===== src/rtl/dmem_access_unit_if.sv =====
// Bundle between the MEM stage, the data-memory access unit and the L1 data cache port.
// The unit itself uses the slave view; the pipeline/cache side uses the master view.
interface dmem_access_unit_if #(
  parameter int ADDR_W = 16,
  parameter int DATA_W = 16
);
  logic              req_valid;
  logic              req_write;
  logic              req_byte;
  logic [ADDR_W-1:0] req_addr;
  logic [DATA_W-1:0] req_wdata;
  logic              advance;
  logic              flush;

  logic [ADDR_W-1:0] mem_address;
  logic              mem_read;
  logic              mem_write;
  logic [1:0]        mem_byte_enable;
  logic [DATA_W-1:0] mem_wdata;
  logic [DATA_W-1:0] mem_rdata;
  logic              mem_resp;

  logic [DATA_W-1:0] rdata_out;
  logic              access_done;
  logic              mem_stall;

  modport slave (
    input  req_valid, req_write, req_byte, req_addr, req_wdata, advance, flush,
    input  mem_rdata, mem_resp,
    output mem_address, mem_read, mem_write, mem_byte_enable, mem_wdata,
    output rdata_out, access_done, mem_stall
  );

  modport master (
    output req_valid, req_write, req_byte, req_addr, req_wdata, advance, flush,
    output mem_rdata, mem_resp,
    input  mem_address, mem_read, mem_write, mem_byte_enable, mem_wdata,
    input  rdata_out, access_done, mem_stall
  );
endinterface


===== src/rtl/dmem_access_unit.sv =====
// MEM-stage data-memory front end: turns a level-held load/store into registered cache
// strobes held until mem_resp, formats load data, and raises mem_stall while busy.
module dmem_access_unit #(
  parameter int ADDR_W = 16,
  parameter int DATA_W = 16
) (
  input  logic            clk,
  input  logic            reset_n,
  dmem_access_unit_if.slave bus
);

  typedef enum logic [1:0] {IDLE, BUSY, HOLD} state_t;

  state_t            state;
  state_t            next_state;
  logic              accept;
  logic              stall;
  logic              squash;
  logic [ADDR_W-1:0] lat_addr;
  logic              lat_write;
  logic              lat_byte;
  logic              req_changed;
  logic [1:0]        req_be;
  logic [DATA_W-1:0] req_wfmt;
  logic [DATA_W-1:0] rd_fmt;

  assign req_changed = (bus.req_addr != lat_addr) || (bus.req_write != lat_write);
  assign req_be      = bus.req_byte ? (bus.req_addr[0] ? 2'b10 : 2'b01) : 2'b11;
  assign req_wfmt    = bus.req_byte ? {2{bus.req_wdata[7:0]}} : bus.req_wdata;
  assign rd_fmt      = lat_byte ? {8'h00, (lat_addr[0] ? bus.mem_rdata[15:8] : bus.mem_rdata[7:0])}
                                : bus.mem_rdata;

  always_ff @(posedge clk) begin
    if (!reset_n) state <= IDLE;
    else          state <= next_state;
  end

  // NOTE: every always_comb output gets a default first so no path can infer a latch.
  always_comb begin
    next_state = state;
    accept     = 1'b0;
    case (state)
      IDLE: begin
        if (bus.req_valid && !bus.flush) begin
          accept     = 1'b1;
          next_state = BUSY;
        end
      end
      BUSY: begin
        if (bus.mem_resp) next_state = (squash || bus.flush) ? IDLE : HOLD;
      end
      HOLD: begin
        // Advance and flush both retire the held result before a changed request is considered.
        if (bus.advance || bus.flush) begin
          next_state = IDLE;
        end else if (bus.req_valid && req_changed) begin
          accept     = 1'b1;
          next_state = BUSY;
        end
      end
      default: next_state = IDLE;
    endcase
    stall = accept || (state == BUSY);
  end

  assign bus.mem_stall = stall;

  // NOTE: reset is sampled synchronously and clears every register, including latched request fields.
  always_ff @(posedge clk) begin
    if (!reset_n) begin
      lat_addr            <= '0;
      lat_write           <= 1'b0;
      lat_byte            <= 1'b0;
      squash              <= 1'b0;
      bus.mem_read        <= 1'b0;
      bus.mem_write       <= 1'b0;
      bus.mem_address     <= '0;
      bus.mem_byte_enable <= 2'b00;
      bus.mem_wdata       <= '0;
      bus.rdata_out       <= '0;
      bus.access_done     <= 1'b0;
    end else begin
      bus.access_done <= 1'b0;
      if (accept) begin
        lat_addr            <= bus.req_addr;
        lat_write           <= bus.req_write;
        lat_byte            <= bus.req_byte;
        squash              <= 1'b0;
        bus.mem_read        <= !bus.req_write;
        bus.mem_write       <= bus.req_write;
        bus.mem_address     <= {bus.req_addr[ADDR_W-1:1], 1'b0};
        bus.mem_byte_enable <= req_be;
        bus.mem_wdata       <= req_wfmt;
      end else if (state == BUSY) begin
        if (bus.flush) squash <= 1'b1;
        if (bus.mem_resp) begin
          bus.mem_read  <= 1'b0;
          bus.mem_write <= 1'b0;
          // A squashed access still completes at the cache but leaves no trace in the pipeline.
          if (!squash && !bus.flush) begin
            bus.access_done <= 1'b1;
            if (!lat_write) bus.rdata_out <= rd_fmt;
          end
        end
      end
    end
  end

endmodule


===== src/flat_wrapper.sv =====
// flat-port wrapper written by rule: the top's interface ports become plain ports
module dmem_access_unit_flat 
#(
  parameter int ADDR_W = 16,
  parameter int DATA_W = 16
)
  (clk, reset_n, bus_req_valid, bus_req_write, bus_req_byte, bus_req_addr, bus_req_wdata, bus_advance, bus_flush, bus_mem_rdata, bus_mem_resp, bus_mem_address, bus_mem_read, bus_mem_write, bus_mem_byte_enable, bus_mem_wdata, bus_rdata_out, bus_access_done, bus_mem_stall);
  dmem_access_unit_if #(.ADDR_W(ADDR_W), .DATA_W(DATA_W)) bus_i ();
  input  logic clk;
  input  logic reset_n;
  input wire logic [$bits(bus_i.req_valid)-1:0] bus_req_valid;
  input wire logic [$bits(bus_i.req_write)-1:0] bus_req_write;
  input wire logic [$bits(bus_i.req_byte)-1:0] bus_req_byte;
  input wire logic [$bits(bus_i.req_addr)-1:0] bus_req_addr;
  input wire logic [$bits(bus_i.req_wdata)-1:0] bus_req_wdata;
  input wire logic [$bits(bus_i.advance)-1:0] bus_advance;
  input wire logic [$bits(bus_i.flush)-1:0] bus_flush;
  input wire logic [$bits(bus_i.mem_rdata)-1:0] bus_mem_rdata;
  input wire logic [$bits(bus_i.mem_resp)-1:0] bus_mem_resp;
  output wire logic [$bits(bus_i.mem_address)-1:0] bus_mem_address;
  output wire logic [$bits(bus_i.mem_read)-1:0] bus_mem_read;
  output wire logic [$bits(bus_i.mem_write)-1:0] bus_mem_write;
  output wire logic [$bits(bus_i.mem_byte_enable)-1:0] bus_mem_byte_enable;
  output wire logic [$bits(bus_i.mem_wdata)-1:0] bus_mem_wdata;
  output wire logic [$bits(bus_i.rdata_out)-1:0] bus_rdata_out;
  output wire logic [$bits(bus_i.access_done)-1:0] bus_access_done;
  output wire logic [$bits(bus_i.mem_stall)-1:0] bus_mem_stall;
  assign bus_i.req_valid = bus_req_valid;
  assign bus_i.req_write = bus_req_write;
  assign bus_i.req_byte = bus_req_byte;
  assign bus_i.req_addr = bus_req_addr;
  assign bus_i.req_wdata = bus_req_wdata;
  assign bus_i.advance = bus_advance;
  assign bus_i.flush = bus_flush;
  assign bus_i.mem_rdata = bus_mem_rdata;
  assign bus_i.mem_resp = bus_mem_resp;
  assign bus_mem_address = bus_i.mem_address;
  assign bus_mem_read = bus_i.mem_read;
  assign bus_mem_write = bus_i.mem_write;
  assign bus_mem_byte_enable = bus_i.mem_byte_enable;
  assign bus_mem_wdata = bus_i.mem_wdata;
  assign bus_rdata_out = bus_i.rdata_out;
  assign bus_access_done = bus_i.access_done;
  assign bus_mem_stall = bus_i.mem_stall;
  dmem_access_unit #(.ADDR_W(ADDR_W), .DATA_W(DATA_W)) u_core (.clk(clk), .reset_n(reset_n), .bus(bus_i));
endmodule

===== config.mk =====
export PLATFORM = sky130hd
export DESIGN_NAME = dmem_access_unit_flat
export DESIGN_NICKNAME = d
export VERILOG_FILES = /design/src/rtl/dmem_access_unit_if.sv /design/src/rtl/dmem_access_unit.sv /design/src/flat_wrapper.sv
export SDC_FILE = /design/constraint.sdc
export NUM_CORES = 1
export LEC_CHECK = 0
export BUFFER_PORTS_ARGS = -buffer_cell sky130_fd_sc_hd__buf_2
export CAP_MARGIN = 30
export CORE_ASPECT_RATIO = 0.6
export CORE_MARGIN = 4
export CORE_UTILIZATION = 49
export DETAILED_ROUTE_END_ITERATION = 6
export PLACE_DENSITY_LB_ADDON = 0.3
export SLEW_MARGIN = 20
export SYNTH_ARGS = -nofsm -noshare
export SYNTH_HDL_FRONTEND = slang
export SYNTH_SLANG_ARGS = --single-unit

===== constraint.sdc =====
create_clock -name clk -period 2 [get_ports clk]
set_input_delay 0.3 -clock clk [delete_from_list [all_inputs] [get_ports clk]]
set_output_delay 0.3 -clock clk [all_outputs]
set_load 0.05 [all_outputs]

# After elaboration in Yosys (flattened, before gate mapping)
# Cells that the tools add are included.
[word_totals] regBits=73 input_bits=56 word_cells=63
[op_classes] eq_ne=7 mux=20 n_bitwise=5 reduce_logical=19
[ops] op="$mux W16" n=2
[ops] op="$ne A16 B16 Y1" n=1
[ops] op="$mux W2" n=7
[ops] op="$mux W1" n=8
[ops] op="$mux W8" n=1
[ops] op="$pmux W2 S3" n=1
[ops] op="$not A1 Y1" n=5
[ops] op="$reduce_and A5 Y1" n=1
[ops] op="$logic_or A1 B1 Y1" n=4
[ops] op="$reduce_and A2 Y1" n=2
[ops] op="$reduce_bool A2 Y1" n=2
[ops] op="$reduce_or A4 Y1" n=1
[ops] op="$logic_and A1 B1 Y1" n=3
[ops] op="$logic_not A1 Y1" n=3
[ops] op="$ne A3 B1 Y1 const B" n=1
[ops] op="$reduce_and A3 Y1" n=1
[ops] op="$eq A2 B1 Y1 const B" n=1
[ops] op="$eq A2 B2 Y1 const B" n=1
[ops] op="$logic_not A2 Y1" n=1
[ops] op="$ne A2 B1 Y1 const B" n=1
[ops] op="$ne A2 B2 Y1 const B" n=1
[ops] op="$pmux W1 S2" n=1
[ops] op="$reduce_or A2 Y1" n=1
[ops] op="$ne A1 B1 Y1" n=1

# Depth between registers and ports, before layout
# Gate-level depths: netlist of the first run.
[logic_depth] depth_word=8 ltp_mapped=7 depth_no_buf=5

# Worst setup path before layout of the first run
# No wires, ideal clock.
[synth_path] path_kind="reg-to-output" from="reg u_core.state[0]" to="out bus_mem_stall" t_arrival_ps=1602 t_required_ps=1700 path_slack_ps=98 path_stages_with_launch=8 path_buffers=2 path_cell_list="dfxtp_1 > nor2_1 > nand2_1 > a21o_1 > a31oi_1 > buf_4 > buf_6 > a21o_1"
[synth_between] elab_chain_cells=3 elab_cells_between_ends=5 cone_classes="eq/ne: 2; mux: 1; reduce/logical: 2"
[synth_rtl] element="start, declared" line_no="dmem_access_unit.sv:14" source="state_t state;"
[synth_rtl] element="start signal, assigned" line_no="dmem_access_unit.sv:35" source="else state <= next_state;"
[synth_rtl] element="$eq A2 B2 Y1 / $logic_not A2 Y1 (equally long branches)" line_no="dmem_access_unit.sv:42" source="case (state)"
[synth_rtl] element="$pmux W1 S2" line_no="dmem_access_unit.sv:42"
[synth_rtl] element="$logic_or A1 B1 Y1 *" line_no="dmem_access_unit.sv:63" source="stall = accept || (state == BUSY);"
[synth_rtl] element="end, declared" line_no="flat_wrapper.sv:27" source="output wire logic [$bits(bus_i.mem_stall)-1:0] bus_mem_stall;"
# Mark *: on every way between the ends. The rest lies on a longest branch, timed or not.

# Final worst setup path of the first run
[layout_path] from="reg u_core.lat_addr[9]" to="out bus_mem_stall"
[layout_between] elab_chain_cells=7
[layout_rtl] element="start, declared" line_no="dmem_access_unit.sv:19" source="logic [ADDR_W-1:0] lat_addr;"
[layout_rtl] element="start signal, assigned" line_no="dmem_access_unit.sv:85" source="lat_addr <= bus.req_addr;"
[layout_rtl] element="$ne A16 B16 Y1" line_no="dmem_access_unit.sv:27" source="assign req_changed = (bus.req_addr != lat_addr) || (bus.req_write != lat_write);"
[layout_rtl] element="$logic_or A1 B1 Y1" line_no="dmem_access_unit.sv:27"
[layout_rtl] element="$logic_and A1 B1 Y1" line_no="dmem_access_unit.sv:56" source="end else if (bus.req_valid && req_changed) begin"
[layout_rtl] element="$mux W1" line_no="dmem_access_unit.sv:56"
[layout_rtl] element="$mux W1" line_no="dmem_access_unit.sv:54" source="if (bus.advance || bus.flush) begin"
[layout_rtl] element="$pmux W1 S2" line_no="dmem_access_unit.sv:42"
[layout_rtl] element="$logic_or A1 B1 Y1" line_no="dmem_access_unit.sv:63"
# No other way between the ends.

==> results of run 1 <==
[worst reg2reg max path, delay by kind of cell (launching register included)]
family          cells  cell delay, ns
mux                 1            0.28
compound gates      1            0.18
buf+inv             2            0.60
simple gates        2            0.18
xor+xnor            1            0.12
flops               1            0.36
[per-layer routing]
layer  wire length [µm]  vias up  share of wire [%]
li1                   -     1259                  -
met1               3470     1137                 50
met2               2980       64                 43
met3                407        5                5.9
met4                 31        0               0.45
met5                  0        -                  0
[state kept, by name, summed over array words and instances, names as in the netlist]
register / cells
u_core.bus.mem_wdata: 16
u_core.bus.rdata_out: 16
u_core.lat_addr: 15
u_core.bus.mem_byte_enable: 2
u_core.state: 2
u_core.bus.access_done: 1
u_core.bus.mem_address: 1
u_core.bus.mem_read: 1
u_core.bus.mem_write: 1
u_core.lat_byte: 1
u_core.lat_write: 1
u_core.squash: 1
[cells by family (layout without fill, tap and decap cells)]
group                     count (synthesis)  after routing  synth area share (%)
other                                     1              1                 0.132
buffers and inverters                    39            140                  7.94
and+or+nand+nor                         131            131                  21.6
AOI/OAI and AO/OA                        27             27                  7.63
xor gates and xnor gates                 17             17                  5.25
muxes                                    46             46                  16.6
DFF                                      58             58                  40.9
[synth_stat cells, types with 2 or more instances]
| master | count | area share (%) |
|---|---|---|
| o211a_1 | 8 | 2.8 |
| clkbuf_1 | 15 | 2.0 |
| mux2_2 | 8 | 3.2 |
| nand3b_1 | 8 | 2.1 |
| a21o_1 | 2 | 0.53 |
| mux2i_1 | 38 | 13 |
| inv_1 | 2 | 0.26 |
| xor2_1 | 2 | 0.62 |
| nand2_1 | 90 | 12 |
| nor3_2 | 2 | 0.71 |
| nand3_1 | 20 | 3.5 |
| dfxtp_1 | 58 | 41 |
| buf_4 | 18 | 4.8 |
| xnor2_1 | 15 | 4.6 |
| nand4_1 | 3 | 0.66 |
| nand2b_1 | 2 | 0.44 |
| buf_2 | 3 | 0.53 |
| a21boi_0 | 8 | 2.1 |
| a31oi_1 | 2 | 0.44 |
[power groups by stage]
stage	Clock, mW	Sequential, mW	Combinational, mW
6_report	1.26	1.25	0.571
5_1_grt	1.33	1.25	0.611
4_1_cts	1.28	1.25	0.558
2_1_floorplan	0	1.38	0.298
3_5_place_dp	0	1.27	0.546
3_3_place_gp	0	1.27	0.541
[per-stage QoR]
stage / std cells / setup WS, ns / hold WS (ns) / total power, mW / util [%]
final: 500 / -0.0195 / 0.229 / 3.08 / 66.6
after detailed placement: 479 / 0.144 / 0.451 / 1.82 / 60.2
after global placement: 479 / 0.161 / 0.442 / 1.81 / 60.2
after floorplan: 319 / 0.0985 / 0.386 / 1.67 / -
after CTS: 497 / -0.102 / 0.215 / 3.08 / 65.2
after global routing: 500 / -0.122 / 0.223 / 3.20 / 66.6
[repair_timing]
action,CTS,global route
resized for setup,8,16
pin swaps,5,14
cloned,0,0
buffers inserted,2,3
endpoints found under the hold margin,0,0
setup endpoints to repair,1,1
[area by class of cell]
type | instances | area [µm²] | area share [%]
clock inverter | 4 | 72.6 | 1.95
tap | 80 | 100 | 2.68
timing repair buffer | 122 | 677 | 18.2
inverter | 2 | 7.51 | 0.201
sequential | 58 | 1180 | 31.7
clock buffer | 12 | 165 | 4.43
multi-input combinational | 222 | 1530 | 40.9
[path summary, 6_finish.rpt]
check / endpoint / slack, ns / cells past startpoint
setup / recovery: bus_mem_stall / -0.02 / 6
hold / removal: u_core.lat_addr[7]$_SDFFE_PN0P_ / 0.23 / 3
setup reg to reg: u_core.bus.mem_wdata[7]$_SDFFE_PN0P_ / 0.20 / 7
hold reg to reg: u_core.bus.rdata_out[13]$_SDFFE_PN0P_ / 0.46 / 2
==> results.sh, run 1 <==
export IMPL_fin_area_mm2=0.00373
export IMPL_start_util_pct=50.7
export IMPL_cts_buffers=9
export IMPL_crit_path_max_incr_delay_ns=0.33
export IMPL_worstPathRequired_ns=1.70
export IMPL_top_usage_layer="met1"
export IMPL_rsz0062_at_grt="yes"
export IMPL_hold_viol=0
export IMPL_syn_nets=375
export IMPL_power_share_clock_pct=40.9
export IMPL_synthDistinctLibCells=34
export IMPL_clk_path_buf_depth=2
export IMPL_ir_drop_mv=0.496
export IMPL_overflow=0
export IMPL_seqPwrFrac_pct=40.6
export IMPL_met1_usage_pct=28.5
export IMPL_synth_avg_cell_area_um2=8.90
export IMPL_critPathSlowestCell="dfxtp_2"
export IMPL_clkLatencyLatePin_ns=0.33
export IMPL_synthToLayoutAreaGrowth_pct=31.4
export IMPL_n_antenna_cell=0
export IMPL_r2r_start="u_core.lat_addr[10]$_SDFFE_PN0P_"
export IMPL_violations="setup timing"
export IMPL_status="complete, but fails checks"
export IMPL_coreArea_mm2=0.00560
export IMPL_routabilityCongestion=0.826
export IMPL_fillers=477
export IMPL_cts_tree="done"
export IMPL_worstHoldStart="bus_req_addr[7]"
export IMPL_synth_edf_count=0
export IMPL_critPathTopFamily="simple AND/OR/NAND/NOR gates"
export IMPL_hold_class="in -> reg"
export IMPL_leakage_nw=1.83
export IMPL_synthArstFlopShare_pct=0
export IMPL_grt_usage_pct=19.8
export IMPL_route_detailed_drc=0
export IMPL_numClockSinks=58
export IMPL_die_w_um=106
export IMPL_use_met3_pct=6.68
export IMPL_slew_viol_final=0
export IMPL_fin_crit_sh_pct=101
export IMPL_vias=2465
export IMPL_die_h_um=66.9
export IMPL_intPower_mw=2.22
export IMPL_startpoint="u_core.lat_addr[9]$_SDFFE_PN0P_"
export IMPL_place_hpwl_mm=5.21
export IMPL_pwr_density_cell_mw_per_mm2=825
export IMPL_hold_buffers=0
export IMPL_drive_above_1_share_pct=40.7
export IMPL_path_class="reg -> out"
export IMPL_place_area_mm2=0.00337
export IMPL_final_nets=471
export IMPL_wl_per_cell_um=13.8
export IMPL_sw_frac_of_total_pct=28.0
export IMPL_syn_area_mm2=0.00284
export IMPL_synth_flop_cell="dfxtp_1"
export IMPL_yosysWarnings=0
export IMPL_drt_first_pass_iters=4
export IMPL_via_per_inst=4.93
export IMPL_crit_path_start_kind="register"
export IMPL_clk_pin_slew_ns=0.07
export IMPL_switching_power_mw=0.860
export IMPL_routed_wl_mm=6.89
export IMPL_critical_path_buf_inv_count=1
export IMPL_drt_iter0_drc=142
export IMPL_htreeDepth=3
export IMPL_power_frac_comb_pct=18.5
export IMPL_maxCapViolCount=0
export IMPL_io_buffer_count=108
export IMPL_grt_pass1_wl_mm=11.1
export IMPL_ant_nets=0
export IMPL_die_area_mm2=0.00711
export IMPL_antenna_found_initial=0
export IMPL_cts_root_buffer="clkbuf_8"
export IMPL_finalSetupTns_ns=-0.0195
export IMPL_setup_violations=1
export IMPL_max_freq_mhz=495
export IMPL_arrival_ns=1.72
export IMPL_grt_max_degree=53
export IMPL_ys_ff_latch=58
export IMPL_critical_path_max_fanout=2
export IMPL_io_pins=110
export IMPL_final_common_cell="buf_2"
export IMPL_crit_chain="xnor2_2 > nand4_1 > nor3_4 > a31oi_4 > a21o_1 > buf_6"
export IMPL_syn_inst=319
export IMPL_row_count=21
export IMPL_synth_seq_area_share_pct=40.9
export IMPL_crit_path_end_kind="primary output"
export IMPL_final_cell_mix="107 x buf_2, 90 x nand2_1, 46 x dfxtp_1"
export IMPL_period_needed_ns=2.02
export IMPL_fin_skew_ns=0.00821
export IMPL_grt_pass1_vias=2226
export IMPL_grtUsageMet2_pct=28.3
export IMPL_final_setup_worst_slack_ns=-0.0195
No activity file was read; power rests on OpenSTA's default activity.
==> run 2: changes to the inputs <==
CORE_ASPECT_RATIO = 0.7   (was 0.6)
==> run 2 against run 1 <==
  * The flow still finishes with violations (setup timing)
  * Utilization is 1.0 points higher
  * Combinational power fell by 1%
  * Register-to-register slack worse by 0.15 ns
  * Via count rose by 0.97%
  * Power is 2.6% lower
  * Hold slack worse by 0.017 ns
  * Fmax is 3.2% lower
  * Clock skew fell by 0.00086 ns
  * Largest cell class unchanged
  * Highest routed layer unchanged
==> results.sh, run 2 (same netlist as run 1, synthesis figures left out) <==
export IMPL_overflow=0
export IMPL_rsz0062_at_grt="yes"
export IMPL_die_w_um=99.0
export IMPL_arrival_ns=1.79
export IMPL_finalSetupTns_ns=-0.0853
export IMPL_clk_path_buf_depth=2
export IMPL_n_antenna_cell=0
export IMPL_cp_endpoint="bus_mem_stall"
export IMPL_hold_viol=0
export IMPL_coreArea_mm2=0.00542
export IMPL_routabilityCongestion=0.832
export IMPL_pwr_density_cell_mw_per_mm2=817
export IMPL_r2r_start="u_core.lat_addr[5]$_SDFFE_PN0P_"
export IMPL_fin_crit_sh_pct=104
export IMPL_drive_above_1_share_pct=40.4
export IMPL_cts_tree="done"
export IMPL_reg2reg_to="u_core.bus.mem_wdata[9]$_SDFFE_PN0P_"
export IMPL_grt_max_degree=58
export IMPL_power_frac_comb_pct=18.9
export IMPL_io_pins=110
export IMPL_crit_path_end_kind="primary output"
export IMPL_intPower_mw=2.14
export IMPL_critical_path_max_fanout=3
export IMPL_htreeDepth=3
export IMPL_slew_viol_final=0
export IMPL_path_class="reg -> out"
export IMPL_max_freq_mhz=480
export IMPL_grt_usage_pct=19.9
export IMPL_fin_area_mm2=0.00367
export IMPL_setup_violations=1
export IMPL_startpoint="u_core.lat_addr[5]$_SDFFE_PN0P_"
export IMPL_crit_path_start_kind="register"
export IMPL_clkLatencyLatePin_ns=0.34
export IMPL_rrSetupSlack_ns=0.05
export IMPL_hold_class="in -> reg"
export IMPL_numClockSinks=58
export IMPL_violations="setup timing"
export IMPL_maxCapViolCount=0
export IMPL_routed_wl_mm=7.04
export IMPL_slew_headroom_pct=66.4
export IMPL_ant_nets=0
export IMPL_grt_pass1_wl_mm=11.2
export IMPL_ir_drop_mv=0.494
export IMPL_drt_iter0_drc=122
export IMPL_clk_pin_slew_ns=0.07
export IMPL_fillers=471
export IMPL_route_detailed_drc=0
export IMPL_grt_pass1_vias=2364
export IMPL_vias=2489
export IMPL_die_area_mm2=0.00709
export IMPL_reg_largest_list="u_core.bus.mem_wdata (16), u_core.bus.rdata_out (16), u_core.lat_addr (15)"
export IMPL_status="complete, but fails checks"
export IMPL_antenna_found_initial=0
export IMPL_leakage_nw=1.80
export IMPL_timing_hold_ws_ns=0.212
export IMPL_cts_root_buffer="clkbuf_8"
export IMPL_fin_skew_ns=0.00735
export IMPL_via_per_inst=5.10
export IMPL_io_buffer_count=108
export IMPL_wl_per_cell_um=14.4
export IMPL_final_common_cell="buf_2"
export IMPL_cts_buffers=9
export IMPL_start_util_pct=52.3
export IMPL_worst_slew_pin_slew_ns=0.504
export IMPL_drt_first_pass_iters=4
export IMPL_fin_util_pct=67.6
export IMPL_die_h_um=71.7
export IMPL_seqPwrFrac_pct=41.7
export IMPL_switching_power_mw=0.855
export IMPL_worstPathRequired_ns=1.70
export IMPL_place_hpwl_mm=5.06
export IMPL_sw_frac_of_total_pct=28.5
export IMPL_place_area_mm2=0.00334
export IMPL_final_cell_mix="107 x buf_2, 90 x nand2_1, 46 x dfxtp_1"
export IMPL_period_needed_ns=2.09
export IMPL_final_setup_worst_slack_ns=-0.0853
export IMPL_row_count=22
export IMPL_synthToLayoutAreaGrowth_pct=29.2
export IMPL_final_nets=467
export IMPL_power_share_clock_pct=39.4
export IMPL_r2r_cells=7
[run 2: changes by cell type in the layout (fill, tap and decap cells not counted)]
cell,delta
buf_4,-3
clkbuf_8,-2
buf_12,-1
clkbuf_1,+1
clkinv_2,+1
dfxtp_2,+1
dfxtp_4,-1
nand3_1,-1
nand3_2,+1
xnor2_1,-1
xnor2_2,+1
[run 2: worst min path at each step]
stage / from / to / slack [ns] / cells after the start
2_1_floorplan: bus_flush / u_core.bus.access_done$_SDFF_PP0_ / 0.39 / 1
3_3_place_gp: u_core.bus.mem_wdata[1]$_SDFFE_PN0P_ / u_core.bus.mem_wdata[1]$_SDFFE_PN0P_ / 0.44 / 2
3_5_place_dp: u_core.bus.mem_wdata[12]$_SDFFE_PN0P_ / u_core.bus.mem_wdata[12]$_SDFFE_PN0P_ / 0.45 / 2
4_1_cts: bus_req_wdata[5] / u_core.bus.mem_wdata[5]$_SDFFE_PN0P_ / 0.20 / 3
5_1_grt: bus_req_wdata[6] / u_core.bus.mem_wdata[6]$_SDFFE_PN0P_ / 0.19 / 3
6_report: bus_req_wdata[4] / u_core.bus.mem_wdata[4]$_SDFFE_PN0P_ / 0.21 / 3
[run 2: power by group through the flow]
stage,clock network (mW),registers (mW),logic (mW)
detailed placement,0,1.27,0.541
global placement,0,1.27,0.533
finish,1.18,1.25,0.565
CTS,1.21,1.25,0.555
global route,1.28,1.26,0.604
floorplan,0,1.38,0.298
[run 2: critical path, stage by stage, from the launching register on]
cell and delay, ns:
dfxtp_4 0.36, xnor2_2 0.14, nand4_1 0.25, nor3_4 0.24, a31oi_4 0.12, a21o_1 0.19, buf_6 0.15
[run 2: repair_timing]
action | CTS | global route
setup endpoints to repair | 1 | 12
pin swaps | 10 | 10
gates resized for setup | 9 | 16
setup buffers | 2 | 0
endpoints found under the hold margin | 0 | 0
hold buffers | 0 | 0
[run 2: layout make-up]
class	instances	area, µm²	share of cell area, %
sequential	58	1180	32.1
timing repair buffer	118	634	17.3
inverter	2	7.51	0.205
multi-input combinational	222	1540	41.9
clock inverter	5	77.6	2.12
clock buffer	11	141	3.86
tap	72	90.1	2.46
[run 2: metal layers]
metal / GRT usage, % / up-vias / wire length, µm
li1: - / 1242 / -
met4: 6.06 / 0 / 88
met3: 8.17 / 10 / 592
met1: 25.4 / 1147 / 3130
met2: 30.7 / 90 / 3220
met5: 0 / - / 0
[run 2: through the flow]
stage | total power, mW | instances | worst slack [ns]
final | 3.00 | 488 | -0.0853
after floorplan | 1.67 | 319 | 0.0985
after global placement | 1.80 | 470 | 0.148
after CTS | 3.02 | 488 | -0.114
after global routing | 3.14 | 488 | -0.146
after detailed placement | 1.81 | 470 | 0.0516
==> run 3: changes to the inputs <==
CORE_UTILIZATION = 35   (was 49)
SKIP_LAST_GASP = 1   (was not set)
==> run 3 against run 2 <==
  * The run still ends with setup timing left
  * Worst setup slack gained 0.029 ns
  * Utilization decreased by 20 points
  * Combinational power decreased by 2%
  * Critical path depth grew 1
  * Clock power rose by 24%
  * First-iteration DRC count up 27%
  * Register-to-register slack gained 0.12 ns
  * Fmax increased by 1.4%
  * Highest routed layer unchanged
  * Clock skew decreased by 0.0012 ns
  * Die area up 36%
  * Flip-flop and latch count is the same
  * Sequential share of layout area down 1.0 points
==> results.sh, run 3 (same netlist as run 1, synthesis figures left out) <==
export IMPL_power_share_clock_pct=44.6
export IMPL_drt_first_pass_iters=4
export IMPL_antenna_found_initial=0
export IMPL_die_w_um=116
export IMPL_intPower_mw=2.36
export IMPL_slew_headroom_pct=65.5
export IMPL_hold_buffers=0
export IMPL_hold_depth=3
export IMPL_clk_pin_slew_ns=0.05
export IMPL_slew_viol_final=0
export IMPL_die_h_um=83.3
export IMPL_clkLatencyLatePin_ns=0.31
export IMPL_register_area_mm2=0.00117
export IMPL_switching_power_mw=0.907
export IMPL_grt_pass1_wl_mm=11.1
export IMPL_critPathTopFamily="flip-flops"
export IMPL_critPathSlowestCell="dfxtp_1"
export IMPL_fin_area_mm2=0.00377
export IMPL_met1_usage_pct=20.2
export IMPL_top_usage_layer="met2"
export IMPL_ant_nets=0
export IMPL_synthToLayoutAreaGrowth_pct=32.7
export IMPL_final_cell_mix="107 x buf_2, 90 x nand2_1, 50 x dfxtp_1"
export IMPL_arrival_ns=1.76
export IMPL_leakage_nw=1.84
export IMPL_drive_above_1_share_pct=39.0
export IMPL_final_setup_worst_slack_ns=-0.0563
export IMPL_crit_path_max_incr_delay_ns=0.37
export IMPL_violations="setup timing"
export IMPL_crit_chain="xnor2_1 > nand3_1 > nor3_2 > buf_4 > a31oi_4 > a21o_1 > buf_6"
export IMPL_seqPwrFrac_pct=38.4
export IMPL_hold_class="in -> reg"
export IMPL_clk_path_buf_depth=2
export IMPL_routabilityCongestion=0.839
export IMPL_vias=2458
export IMPL_path_class="reg -> out"
export IMPL_power_frac_comb_pct=17.0
export IMPL_overflow=0
export IMPL_route_detailed_drc=0
export IMPL_sw_frac_of_total_pct=27.7
export IMPL_n_antenna_cell=0
export IMPL_htreeDepth=3
export IMPL_drt_iter0_drc=155
export IMPL_status="complete, but fails checks"
export IMPL_die_area_mm2=0.00964
export IMPL_place_area_mm2=0.00337
export IMPL_wl_per_cell_um=13.8
export IMPL_grtUsageMet2_pct=21.1
export IMPL_r2r_cells=8
export IMPL_cts_tree="done"
export IMPL_crit_path_start_kind="register"
export IMPL_reg_largest_list="u_core.bus.mem_wdata (16), u_core.bus.rdata_out (16), u_core.lat_addr (15)"
export IMPL_maxCapViolCount=0
export IMPL_fillers=785
export IMPL_io_buffer_count=108
export IMPL_grt_usage_pct=14.4
export IMPL_start_util_pct=36.1
export IMPL_cts_buffers=9
export IMPL_cp_depth=7
export IMPL_fin_crit_sh_pct=103
export IMPL_setup_violations=1
export IMPL_pwr_density_cell_mw_per_mm2=869
export IMPL_use_met3_pct=3.86
export IMPL_critical_path_buf_inv_count=2
export IMPL_grt_max_degree=53
export IMPL_fin_skew_ns=0.00613
export IMPL_crit_path_end_kind="primary output"
export IMPL_period_needed_ns=2.06
export IMPL_grt_pass1_vias=2283
export IMPL_ir_drop_mv=0.365
export IMPL_final_nets=471
export IMPL_final_common_cell="buf_2"
export IMPL_cts_root_buffer="clkbuf_16"
export IMPL_coreArea_mm2=0.00787
export IMPL_rsz0062_at_grt="yes"
export IMPL_row_count=27
export IMPL_critical_path_max_fanout=3
export IMPL_max_freq_mhz=486
export IMPL_multi_input_area_mm2=0.00151
export IMPL_place_hpwl_mm=5.19
export IMPL_worst_slew_pin_slew_ns=0.517
export IMPL_routed_wl_mm=7.21
export IMPL_io_pins=110
export IMPL_via_per_inst=4.72
export IMPL_hold_viol=0
export IMPL_place_ws_ns=0.0288
export IMPL_numClockSinks=58
export IMPL_worstPathRequired_ns=1.70
-- run 3: changes by cell type in the layout (fill, tap and decap cells not counted), moves of 2 or more --
cell	before	now
xnor2_2	8	5
dfxtp_2	11	8
clkinv_2	2	4
clkbuf_16	0	9
xnor2_1	7	10
buf_4	9	13
clkbuf_8	10	0
dfxtp_1	46	50
-- run 3: worst register-to-register path, cell delays in order (launching register included) --
cell	delay [ns]
dfxtp_2	0.33
xnor2_2	0.13
nand4_1	0.26
nor3_4	0.26
buf_4	0.14
buf_4	0.10
a31o_2	0.18
buf_12	0.15
mux2i_1	0.19
-- run 3: path summary, 6_finish.rpt --
| kind | startpoint | endpoint | slack (ns) |
|---|---|---|---|
| worst max register to register | u_core.lat_addr[9]$_SDFFE_PN0P_ | u_core.bus.mem_wdata[12]$_SDFFE_PN0P_ | 0.17 |
| worst min-delay path | bus_req_wdata[5] | u_core.bus.mem_wdata[5]$_SDFFE_PN0P_ | 0.24 |
| worst max-delay path | u_core.lat_addr[2]$_SDFFE_PN0P_ | bus_mem_stall | -0.06 |
| worst min register to register | u_core.bus.mem_byte_enable[0]$_SDFFE_PN0P_ | u_core.bus.mem_byte_enable[0]$_SDFFE_PN0P_ | 0.46 |
-- run 3: layer usage --
layer | vias to the layer above | routed length, µm
met2 | 69 | 3160
met5 | - | 0
met1 | 1125 | 3490
li1 | 1255 | -
met3 | 9 | 447
met4 | 0 | 102
-- run 3: through the flow --
step | instances | power [mW] | hold slack, ns | TNS [ns] | util (%)
floorplan | 319 | 1.67 | 0.386 | 0 | -
global placement | 498 | 1.81 | 0.436 | 0 | 42.8
detailed placement | 498 | 1.82 | 0.446 | 0 | 42.8
CTS | 517 | 3.32 | 0.228 | -0.141 | 47.2
global route | 521 | 3.42 | 0.243 | -0.121 | 47.8
finish | 521 | 3.27 | 0.239 | -0.0563 | 47.8
-- run 3: cell type report --
type | instances | share of cell area [%]
repair buffers | 122 | 17.6
clock inverters | 6 | 1.53
multi-input cells | 222 | 40.1
well taps | 101 | 3.36
inverters | 2 | 0.199
clock buffers | 10 | 6.08
flip-flops and latches | 58 | 31.1
-- run 3: what timing repair did --
item	4_1_cts	5_1_grt
buffers inserted	3	4
setup endpoints to repair	1	1
pin swaps	7	5
resized for setup	10	6
gates cloned	0	0
-- run 3: power by group through the flow --
stage	logic [mW]	registers [mW]	clock network, mW
after floorplan	0.298	1.38	0
after global placement	0.535	1.27	0
after detailed placement	0.540	1.28	0
after CTS	0.557	1.25	1.51
after global routing	0.596	1.26	1.57
final	0.556	1.26	1.46
